`config.mk`:
```
export PLATFORM = sky130hd
export DESIGN_NAME = pipe_fetch_stage
export DESIGN_NICKNAME = d
export VERILOG_FILES = /design/src/rtl/pipe_fetch_stage.sv
export SDC_FILE = /design/constraint.sdc
export NUM_CORES = 1
export LEC_CHECK = 0
export ABC_AREA = 1
export BUFFER_PORTS_ARGS = -buffer_cell sky130_fd_sc_hd__clkbuf_2
export CORE_ASPECT_RATIO = 1.25
export CORE_MARGIN = 5
export CORE_UTILIZATION = 46
export CTS_CLUSTER_DIAMETER = 40
export CTS_CLUSTER_SIZE = 25
export DETAILED_ROUTE_END_ITERATION = 10
export GPL_TIMING_DRIVEN = 0
export PLACE_DENSITY = 0.76
export RECOVER_POWER = 25
export SLEW_MARGIN = 20
export SYNTH_ARGS = -nofsm -noshare
export SYNTH_HDL_FRONTEND = slang
export SYNTH_SLANG_ARGS = --single-unit
```
`constraint.sdc`:
```
create_clock -name clk -period 3.1 [get_ports clk]
set_input_delay 0.31 -clock clk [delete_from_list [all_inputs] [get_ports clk]]
set_output_delay 0.31 -clock clk [all_outputs]
set_load 0.02 [all_outputs]
```
`src/rtl/pipe_fetch_stage.sv`:
```
// pipe_fetch_stage: PC register, redirect target selection and IF/ID pipeline register
module pipe_fetch_stage #(
  parameter int                DATA_W   = 32,
  parameter logic [DATA_W-1:0] RESET_PC = '0,
  parameter logic [31:0]       NOP_INST = 32'h0000_0000,
  parameter int                CNT_W    = 16
) (
  input  logic              clk,
  input  logic              rst,
  input  logic              stall,
  input  logic              redirect,
  input  logic [1:0]        redirect_sel,
  input  logic [DATA_W-1:0] redirect_pc4,
  input  logic [DATA_W-1:0] redirect_imm,
  input  logic [25:0]       redirect_index,
  input  logic [DATA_W-1:0] redirect_rs,
  input  logic [31:0]       imem_rdata,
  input  logic              imem_ready,
  output logic [DATA_W-1:0] imem_addr,
  output logic [31:0]       if_id_inst,
  output logic [DATA_W-1:0] if_id_pc4,
  output logic              if_id_valid,
  output logic              misalign_err,
  output logic [CNT_W-1:0]  stall_cycles
);
  logic [DATA_W-1:0] r_pc, r_pc4, w_pc4, w_br, w_jmp, w_tgt;
  logic [31:0]       r_inst;
  logic              r_valid, r_mis;
  logic [CNT_W-1:0]  r_cnt;
  assign w_pc4 = r_pc + DATA_W'(4);
  assign w_br  = redirect_pc4 + (redirect_imm << 2);
  assign w_jmp = {redirect_pc4[DATA_W-1:28], redirect_index, 2'b00};
  assign w_tgt = redirect_sel == 2'b01 ? w_br :
                 redirect_sel == 2'b10 ? w_jmp :
                 redirect_sel == 2'b11 ? redirect_rs : redirect_pc4;
  always_ff @(posedge clk) begin
    if (!rst) begin
      r_pc    <= RESET_PC;
      r_inst  <= NOP_INST;
      r_pc4   <= '0;
      r_valid <= 1'b0;
      r_mis   <= 1'b0;
      r_cnt   <= '0;
    end else if (redirect) begin
      r_pc    <= {w_tgt[DATA_W-1:2], 2'b00};
      r_inst  <= NOP_INST;
      r_pc4   <= '0;
      r_valid <= 1'b0;
      r_mis   <= |w_tgt[1:0];
    end else begin
      r_mis <= 1'b0;
      // both hazard stalls and imem waits count as cycles without PC progress
      if (stall || !imem_ready)
        r_cnt <= r_cnt + CNT_W'(r_cnt != '1);
      if (!stall && !imem_ready) begin
        r_inst  <= NOP_INST;
        r_pc4   <= '0;
        r_valid <= 1'b0;
      end else if (!stall) begin
        r_pc    <= w_pc4;
        r_inst  <= imem_rdata;
        r_pc4   <= w_pc4;
        r_valid <= 1'b1;
      end
    end
  end
  assign imem_addr    = r_pc;
  assign if_id_inst   = r_inst;
  assign if_id_pc4    = r_pc4;
  assign if_id_valid  = r_valid;
  assign misalign_err = r_mis;
  assign stall_cycles = r_cnt;
endmodule

```
==> run_results.csv, run 1 <==
group,metric,value,unit
floorplanning,floorplan.die_area,0.0202,sq mm
logic_synthesis,synth_edf_count,0,
pwr,leakagePower,0.00508,uW
route,vias,9608,
global_route,antenna_found_initial,0,
sta,worst_pin_slew,0.769,ns
critical_path,worstPathCellList,"nand2_1 > inv_1 > nand3_1 > nor4_1 > nand2_1 > ha_1 > ha_1 > inv_1 > nor3_4 > nand2_1 > nor2_2 > nand3_2 > nor2_2 > nand2_1 > a21oi_1 > o21a_1",
clocking,cts_repair_resize_count,0,
clocking,tritoncts_buffers,9,
critical_path,signal_arrival_time_at_the_worst_endpoint,2.57,ns
layout,flow.area_growth_from_synthesis,23.5,%
critical_path,cp_slowest_cell,"dfxtp_1",
run,timing.max_cap.violations,0,
placement,detailedPlacementHpwl,25.6,mm
global_route,grt_usage,29.3,%
clocking,clock_sink_count,110,
clocking,cts_buffer_depth,2,
pwr,switching_share,35.2,%
clocking,cts_setup_buffers,0,
critical_path,cpMostUsedCell,"nand2_1",
critical_path,timing_worst_setup_path_type,"register to register",
sta,layout_worst_path_cycle_share,74.9,%
clocking,clk_transition_reported_paths,0.08,ns
clocking,ctsHtreeMaxLevel,3,
layout,final_layout_size_suffix_gt1_share,16.9,%
sta,finalHoldViolations,0,
pwr,p_int,2520,uW
route,topRoutingLayerUsed,"met4",
logic_synthesis,synthesis.area_per_instance,6.08,sq um
global_route,global_route.overflow_total,0,
placement,finalWeightedCongestion,0.957,
sta,report.final.slew_viol_count,0,
floorplanning,io_pins,275,
critical_path,worst_setup_path_end_kind,"register",
global_route,grt_first_pass_wirelength,46.9,mm
route,drt-initial-drc-count,652,
sta,finalWorstPathRequiredPeriod,2.32,ns
route,number_of_nets_with_antenna_violations_after_routing,0,
logic_synthesis,syn-instance-count,1320,
pwr,netSwitchingPower,1370,uW
floorplanning,initial_utilization,46.4,%
logic_synthesis,netlist-cell-type-count,54,
layout,multi_input_comb_area,0.00501,sq mm
status,status,"completed",
min_path,timing.hold.worst.class,"input port to register",
pwr,seq_power_share,40.0,%
sta,rsz0062_at_grt,"no",
sta,setup_viol,0,
logic_synthesis,synth-seq-area-share,27.4,%
sta,timing.max_slew.rel_slack,48.7,%
floorplanning,dieWidth,128,microns
layout,regArea,0.00220,sq mm
logic_synthesis,synthFlopType,"dfxtp_1",
layout,num-nets-final,1794,
pwr,ir_drop,268,uV
route,detailroute.wirelength.met3,1.58,mm
pwr,clock_power_share,32.1,%
floorplanning,die_height,158,microns
placement,dpl.cell_count,1813,
critical_path,setup.worst_path.start_class,"register",
clocking,cts_tree,"yes",
critical_path,slowest_stage_delay_on_critical_path,0.41,ns
global_route,grt_pass1_vias,9301,
layout,fillerInstances,1876,
global_route,grt_max_degree,21,
clocking,clk_root_buffer_cell,"clkbuf_16",
layout,finalNonFillerCells,1829,
logic_synthesis,synth.cell_area,0.00802,sq mm
critical_path,critPathRequiredTime,3.35,ns
pwr,share_comb_of_total_power,27.9,%
route,drc_errors,0,
placement,io_buffers,266,
route,vias_per_cell,5.25,
logic_synthesis,synth.ff_latch_count,110,
route,wl_per_cell,16.6,microns
route,m1WireLength,11.8,mm
sta,setup-tns-final,0,ns
logic_synthesis,yosys_warnings,0,
pwr,power_density,393,mW/mm^2
clocking,hold_buffers,0,
sta,clock_skew,0.00870,ns
floorplanning,design.core.area,0.0173,sq mm
route,route.final.wire_length,30.4,mm
clocking,clock_network_latency_to_the_later_pin_of_the_worst_skew_pair,0.36,ns
route,dr.pass1.iters,5,
layout,diodes,0,
sta,clock.fmax,0.431,GHz
floorplanning,rows,54,
logic_synthesis,async_sr_flop_fraction,0,%
critical_path,critPathMaxFanout,5,
route,routed-wl-met2,15.8,mm
==> path summary, 6_finish.rpt <==
path	from	to	slack, ns	cells after the start
max	stall_cycles[5]$_SDFFE_PN0P_	stall_cycles[14]$_SDFFE_PN0P_	0.78	16
min	imem_rdata[3]	if_id_inst[3]$_SDFFE_PP0N_	0.17	3
max reg2reg	stall_cycles[5]$_SDFFE_PN0P_	stall_cycles[14]$_SDFFE_PN0P_	0.78	16
min reg2reg	if_id_inst[18]$_SDFFE_PP0N_	if_id_inst[18]$_SDFFE_PP0N_	0.46	2
==> cells in the mapped netlist (8+ instances only) <==
cell,n,area (sq um)
a21oi_1,111,556
clkbuf_1,38,143
dfxtp_1,110,2200
ha_1,32,400
inv_1,150,563
inv_2,8,30.0
nand2_1,433,1630
nand3_1,101,505
nand4_1,20,125
nor2_1,111,417
nor3_1,15,75.1
o211ai_1,14,105
o21ai_0,58,290
xor2_1,22,193
==> layout make-up <==
type | instances | area share (%)
multi-input cells | 1004 | 50.6
repair buffers | 266 | 12.7
inverters | 161 | 6.14
well taps | 224 | 2.83
clock inverters | 6 | 0.897
plain buffers | 48 | 2.16
flip-flops and latches | 110 | 22.2
clock buffers | 10 | 2.41
==> critical path: cells and delay by family (launching register included) <==
kind | cells | cell delay, ns
AO/OA/AOI/OAI | 2 | 0.17
adder cells (fa/ha/maj) | 2 | 0.43
buffers and inverters | 2 | 0.19
flip-flops | 1 | 0.41
AND/OR/NAND/NOR | 10 | 1.02
==> routing by layer <==
layer  up-vias  GRT usage, %
met5         -             0
met4         0          13.9
met3        69          2.43
met2       334          55.2
met1      4366          33.1
li1       4839             -
==> flip-flops by register name, summed over array words and instances, names as in the netlist <==
register,cells
if_id_inst,32
if_id_pc4,30
imem_addr,30
stall_cycles,16
if_id_valid,1
misalign_err,1
==> cell usage in the layout, fill, tap and decap left out, drive strengths merged, types with 21 or more instances in the layout <==
master,instances
nor2,118
xor2,22
a21oi,112
ha,32
nand4,21
clkbuf,315
dfxtp,110
inv,161
nand2,439
nor3,21
nand3,103
o21ai,59
==> stage by stage <==
step / setup WS, ns / total power [uW] / utilization (%) / cell area [sq um] / hold WS [ns]
6_report: 0.778 / 3890 / 57.3 / 9900 / 0.174
2_1_floorplan: 1.07 / 2260 / - / 8030 / 0.455
5_1_grt: 0.587 / 4080 / 57.3 / 9900 / 0.174
3_5_place_dp: 0.631 / 2660 / 55.8 / 9650 / 0.454
3_3_place_gp: 0.664 / 2650 / 55.8 / 9650 / 0.448
4_1_cts: 0.780 / 3900 / 57.7 / 9970 / 0.171
==> cells by family after synthesis <==
group / Yosys count / synth area share (%)
AOI/OAI and AO/OA: 216 / 15.1
and+or+nand+nor: 722 / 38.8
other: 1 / 0.0467
xor gates and xnor gates: 29 / 3.17
buffers and inverters: 209 / 10.2
adders and majority gates: 33 / 5.24
DFF: 110 / 27.4
==> power by group through the flow <==
stage               Combinational (uW)  Sequential (uW)  Clock, uW
floorplan                          611             1640          0
global placement                  1070             1580          0
detailed placement                1080             1590          0
CTS                               1080             1550       1260
global route                      1210             1560       1310
finish                            1090             1560       1250
(Power assumes the default switching activity.)
==> run 2, diff against run 1 <==
--- a/config.mk
+++ b/config.mk
@@ -14,7 +14,7 @@
 export CTS_CLUSTER_SIZE = 25
 export DETAILED_ROUTE_END_ITERATION = 10
 export GPL_TIMING_DRIVEN = 0
-export PLACE_DENSITY = 0.76
+export PLACE_DENSITY = 0.79
 export RECOVER_POWER = 25
 export SLEW_MARGIN = 20
 export SYNTH_ARGS = -nofsm -noshare
==> constraint.sdc (replaced) <==
create_clock -name clk -period 2.03 [get_ports clk]
set_input_delay 0.203 -clock clk [delete_from_list [all_inputs] [get_ports clk]]
set_output_delay 0.203 -clock clk [all_outputs]
set_load 0.02 [all_outputs]
==> run 2 against run 1 <==
  * The flow now finishes with violations (setup timing)
  * Non-clock buffer count increased by 13
  * Sequential share of layout area decreased by 0.39 points
  * Global-route usage decreased by 0.43 points
  * Critical path type unchanged
==> run_results.csv, run 2 (same netlist as run 1, synthesis figures left out) <==
group,metric,value,unit
placement,dpl.cell_count,1813,
floorplanning,rows,54,
global_route,grt_usage,28.9,%
critical_path,worstPathCellList,"nand2_2 > inv_2 > nand3_4 > nor4_4 > nand2_1 > ha_2 > and3_4 > nand2_4 > nor2_4 > nand2_2 > nor2_2 > nand3_2 > nor3b_4 > nand2_1 > nand2_1 > nor2_1",
clocking,ctsHtreeMaxLevel,3,
layout,regArea,0.00222,sq mm
placement,finalWeightedCongestion,0.993,
global_route,global_route.overflow_total,0,
floorplanning,floorplan.die_area,0.0202,sq mm
route,drc_errors,0,
global_route,grt_pass1_vias,9115,
layout,num-nets-final,1807,
critical_path,critPathRequiredTime,2.28,ns
floorplanning,die_height,158,microns
global_route,gr-usage-met1,32.5,%
floorplanning,io_pins,275,
layout,final_layout_size_suffix_gt1_share,20.7,%
pwr,leakagePower,0.00524,uW
route,dr.pass1.iters,6,
sta,rsz0062_at_grt,"yes",
route,vias,9765,
route,drt-initial-drc-count,675,
global_route,grtUsageMet2,53.6,%
sta,clock_skew,0.00815,ns
global_route,grtUsageMet3,3.34,%
sta,finalWorstPathRequiredPeriod,2.10,ns
sta,timing.max_slew.rel_slack,52.0,%
critical_path,setup.worst_path.start_class,"register",
sta,finalHoldViolations,0,
layout,mostFrequentLayoutCells,"nand2_1 (426), clkbuf_2 (213), inv_1 (147)",
clocking,cts_buffer_depth,2,
critical_path,timing_worst_setup_path_type,"register to register",
route,number_of_nets_with_antenna_violations_after_routing,0,
status,violations_in_the_final_reports,"setup timing",
clocking,cts_tree,"yes",
layout,finalNonFillerCells,1842,
run,timing.max_cap.violations,0,
min_path,timing.hold.worst.class,"input port to register",
pwr,ir_drop,397,uV
status,status,"finished, violations left",
clocking,clk_root_buffer_cell,"clkbuf_16",
layout,flow.area_growth_from_synthesis,26.9,%
clocking,clock_sink_count,110,
critical_path,signal_arrival_time_at_the_worst_endpoint,2.35,ns
clocking,tritoncts_buffers,9,
critical_path,slowest_stage_delay_on_critical_path,0.33,ns
floorplanning,initial_utilization,46.4,%
sta,worst_pin_slew,0.720,ns
critical_path,critPathMaxFanout,4,
layout,layout.core_utilization,58.9,%
global_route,grt_max_degree,23,
global_route,antenna_found_initial,0,
critical_path,rr_worst_depth,16,
route,vias_per_cell,5.30,
layout,commonest_non_fill_non_tap_cell_in_the_layout,"nand2_1",
floorplanning,dieWidth,128,microns
layout,multi_input_comb_area,0.00518,sq mm
critical_path,cpMostUsedCell,"nand2_1",
placement,detailedPlacementHpwl,25.2,mm
clocking,clk_transition_reported_paths,0.09,ns
sta,clock.fmax,0.477,GHz
layout,fillerInstances,1782,
min_path,min_delay_path_depth,3,
route,wl_per_cell,16.6,microns
critical_path,cp_slowest_cell,"dfxtp_2",
layout,diodes,0,
clocking,clock_network_latency_to_the_later_pin_of_the_worst_skew_pair,0.35,ns
route,route.final.wire_length,30.6,mm
pwr,total_power,5880,uW
placement,io_buffers,266,
layout,largest_register_ff_count,32,
sta,post-route-worst-setup-slack,-0.0683,ns
critical_path,worst_setup_path_end_kind,"register",
sta,layout_worst_path_cycle_share,103,%
sta,setup_viol,2,
floorplanning,design.core.area,0.0173,sq mm
global_route,grt_first_pass_wirelength,46.1,mm
pwr,power_density,578,mW/mm^2
global_route,globalRoute.busiestLayer,"met2",
sta,report.final.slew_viol_count,0,
clocking,hold_buffers,0,
[run 2: cell count changes in the layout (fill, tap and decap cells not counted), sizes merged]
cell    change
buf        +14
bufinv      -1
clkbuf      -2
inv         +2
[run 2: repair_timing]
action	CTS	global route
buffers inserted	8	6
endpoints found under the setup margin	11	24
gates resized for setup	17	39
pin swaps	6	15
[run 2: cell type report]
| class | instances | area share, % |
|---|---|---|
| plain buffers | 47 | 2.06 |
| clock buffers | 9 | 2.21 |
| clock inverters | 7 | 0.823 |
| inverters | 161 | 5.97 |
| multi-input cells | 1004 | 50.9 |
| flip-flops and latches | 110 | 21.8 |
| well taps | 224 | 2.75 |
| repair buffers | 280 | 13.5 |
[run 2: per-stage QoR]
stage | area [sq um] | TNS (ns) | hold slack (ns) | setup slack [ns]
after CTS | 10100 | -0.0309 | 0.0565 | -0.0221
after detailed placement | 9650 | -3.80 | 0.441 | -0.296
after floorplan | 8040 | 0 | 0.348 | 0.00164
final | 10200 | -0.103 | 0.0631 | -0.0683
after global placement | 9650 | -2.64 | 0.434 | -0.310
after global routing | 10200 | -0.659 | 0.0592 | -0.203
[run 2: final timing paths]
check	to	slack, ns	from
max	stall_cycles[13]$_SDFFE_PN0P_	-0.07	stall_cycles[5]$_SDFFE_PN0P_
min	if_id_inst[24]$_SDFFE_PP0N_	0.06	imem_rdata[24]
max reg2reg	stall_cycles[13]$_SDFFE_PN0P_	-0.07	stall_cycles[5]$_SDFFE_PN0P_
min reg2reg	if_id_inst[18]$_SDFFE_PP0N_	0.46	if_id_inst[18]$_SDFFE_PP0N_
[run 2: layer usage]
metal,up-vias,wire [microns]
met5,-,0
li1,4865,-
met2,430,15600
met4,0,1420
met3,92,1960
met1,4378,11700
[run 2: power by group]
group / leakage [uW] / switching (uW) / internal, uW
clock: 0.000151 / 928 / 892
sequential: 0.000906 / 123 / 2260
combinational: 0.00418 / 1100 / 580
total: 0.00524 / 2150 / 3730
[run 2: critical path: cells and delay by family (launching register included)]
family / cells / cell delay (ns)
fa+ha+maj: 1 / 0.18
buf+inv: 1 / 0.06
flops: 1 / 0.33
simple gates: 14 / 1.43
==> run 3, diff against run 2 <==
--- a/config.mk
+++ b/config.mk
@@ -8,13 +8,13 @@
 export ABC_AREA = 1
 export BUFFER_PORTS_ARGS = -buffer_cell sky130_fd_sc_hd__clkbuf_2
 export CORE_ASPECT_RATIO = 1.25
-export CORE_MARGIN = 5
+export CORE_MARGIN = 2
 export CORE_UTILIZATION = 46
 export CTS_CLUSTER_DIAMETER = 40
 export CTS_CLUSTER_SIZE = 25
 export DETAILED_ROUTE_END_ITERATION = 10
 export GPL_TIMING_DRIVEN = 0
-export PLACE_DENSITY = 0.79
+export PLACE_DENSITY = 0.76
 export RECOVER_POWER = 25
 export SLEW_MARGIN = 20
 export SYNTH_ARGS = -nofsm -noshare
==> constraint.sdc (replaced) <==
create_clock -name clk -period 2.55 [get_ports clk]
set_input_delay 0.255 -clock clk [delete_from_list [all_inputs] [get_ports clk]]
set_output_delay 0.255 -clock clk [all_outputs]
set_load 0.02 [all_outputs]
==> run 3 against run 2 <==
  * Wire length is 4.0% lower
  * First-iteration DRC count is 11% lower
  * Global-route usage is 2.0 points higher
  * The flow now finishes without violations
  * Utilization is 1.7 points lower
  * Critical path type unchanged
  * Setup slack better by 0.34 ns
  * Fmax is 7.8% lower
  * Final area is 2.8% lower
==> run_results.csv, run 3 (same netlist as run 1, synthesis figures left out) <==
group,metric,value,unit
placement,finalWeightedCongestion,0.959,
route,dr.pass1.iters,5,
pwr,total_power,4670,uW
sta,worst_pin_slew,0.751,ns
sta,holdWs,0.110,ns
floorplanning,rows,54,
sta,finalHoldViolations,0,
clocking,tritoncts_buffers,9,
global_route,grt_max_degree,24,
clocking,ctsHtreeMaxLevel,3,
layout,largest_register_ff_count,32,
route,drc_errors,0,
route,drt-initial-drc-count,603,
layout,finalNonFillerCells,1829,
floorplanning,dieWidth,122,microns
pwr,power_density,472,mW/mm^2
global_route,antenna_found_initial,0,
layout,commonest_non_fill_non_tap_cell_in_the_layout,"nand2_1",
route,vias,9581,
clocking,cts_repair_resize_count,0,
floorplanning,io_pins,275,
sta,setup-tns-final,0,ns
layout,fillerInstances,1878,
clocking,cts_buffer_depth,2,
route,wl_per_cell,16.1,microns
critical_path,timing_worst_setup_path_type,"register to register",
route,number_of_nets_with_antenna_violations_after_routing,0,
route,route.final.wire_length,29.4,mm
pwr,leakagePower,0.00508,uW
floorplanning,floorplan.die_area,0.0185,sq mm
layout,flow.area_growth_from_synthesis,23.3,%
floorplanning,die_height,152,microns
clocking,cts_tree,"yes",
critical_path,critPathRequiredTime,2.80,ns
clocking,clock_sink_count,110,
status,status,"completed",
critical_path,worstPathCellList,"nand2_1 > inv_1 > nand3_1 > nor4_1 > nand2_1 > ha_1 > ha_1 > inv_1 > nor3_4 > nand2_1 > nor2_2 > nand3_2 > nor2_2 > nand2_1 > a21oi_1 > o21a_1",
critical_path,worst_setup_path_end_kind,"register",
critical_path,cpMostUsedCell,"nand2_1",
global_route,grt_first_pass_wirelength,44.4,mm
placement,detailedPlacementHpwl,24.5,mm
placement,io_buffers,266,
critical_path,setup.worst_path.start_class,"register",
clocking,clk_transition_reported_paths,0.09,ns
layout,diodes,0,
run,timing.max_cap.violations,0,
critical_path,cp_slowest_cell,"dfxtp_1",
placement,pre_cts_ws,0.129,ns
global_route,grt_usage,30.9,%
sta,setup_viol,0,
sta,clock.fmax,0.440,GHz
sta,clock_skew,0.0131,ns
clocking,clk_root_buffer_cell,"clkbuf_16",
layout,num-nets-final,1794,
sta,timing.max_slew.rel_slack,49.9,%
route,vias_per_cell,5.24,
floorplanning,initial_utilization,46.4,%
pwr,ir_drop,292,uV
sta,layout_worst_path_cycle_share,89.2,%
sta,report.final.slew_viol_count,0,
critical_path,slowest_stage_delay_on_critical_path,0.42,ns
placement,dpl.cell_count,1813,
sta,post-route-worst-setup-slack,0.275,ns
critical_path,signal_arrival_time_at_the_worst_endpoint,2.53,ns
global_route,grt_pass1_vias,9019,
sta,finalWorstPathRequiredPeriod,2.28,ns
clocking,clock_network_latency_to_the_later_pin_of_the_worst_skew_pair,0.36,ns
critical_path,critPathMaxFanout,5,
min_path,timing.hold.worst.class,"input port to register",
floorplanning,design.core.area,0.0173,sq mm
clocking,hold_buffers,0,
clocking,cts_setup_buffers,0,
layout,final_layout_size_suffix_gt1_share,16.9,%
layout,mostFrequentLayoutCells,"nand2_1 (433), clkbuf_2 (211), inv_1 (150)",
sta,rsz0062_at_grt,"no",
global_route,global_route.overflow_total,0,
-- run 3: report_power, final --
part	internal (uW)	switching, uW	leakage (uW)
logic	455	856	0.00402
clock network	712	753	0.000152
registers	1790	98.9	0.000899
total	2960	1710	0.00508
-- run 3: per-stage QoR --
stage / util [%] / cell area (sq um)
CTS: 57.6 / 9960
detailed placement: 55.8 / 9650
global placement: 55.8 / 9650
finish: 57.2 / 9890
global route: 57.2 / 9890
floorplan: - / 8030
-- run 3: area by class of cell --
type	instances	area (sq um)	area share [%]
Clock inverter	7	91.3	0.923
Sequential cell	110	2200	22.3
Clock buffer	9	225	2.28
Tap cell	224	280	2.83
Inverter	161	608	6.15
Multi-Input combinational cell	1004	5010	50.6
Timing Repair Buffer	266	1260	12.8
Buffer	48	214	2.16
-- run 3: worst paths after layout --
kind | slack (ns) | cells after the start | endpoint | start
hold reg to reg | 0.47 | 2 | if_id_inst[0]$_SDFFE_PP0N_ | if_id_inst[0]$_SDFFE_PP0N_
hold / removal | 0.11 | 3 | if_id_inst[6]$_SDFFE_PP0N_ | imem_rdata[6]
setup / recovery | 0.27 | 16 | stall_cycles[14]$_SDFFE_PN0P_ | stall_cycles[5]$_SDFFE_PN0P_
setup reg to reg | 0.27 | 16 | stall_cycles[14]$_SDFFE_PN0P_ | stall_cycles[5]$_SDFFE_PN0P_
-- run 3: critical path: cells and delay by family (launching register included) --
kind            cells  cell delay, ns
fa+ha+maj           2            0.40
compound gates      2            0.17
flops               1            0.42
buf+inv             2            0.18
simple gates       10            1.01
-- run 3: layer usage --
metal  track usage [%]  vias up  share of wire (%)
met5                 0        -                  0
met2              57.5      334                 51
met3              3.11       85                4.6
met1              34.5     4329                 40
li1                  -     4833                  -
met4              16.5        0                5.0
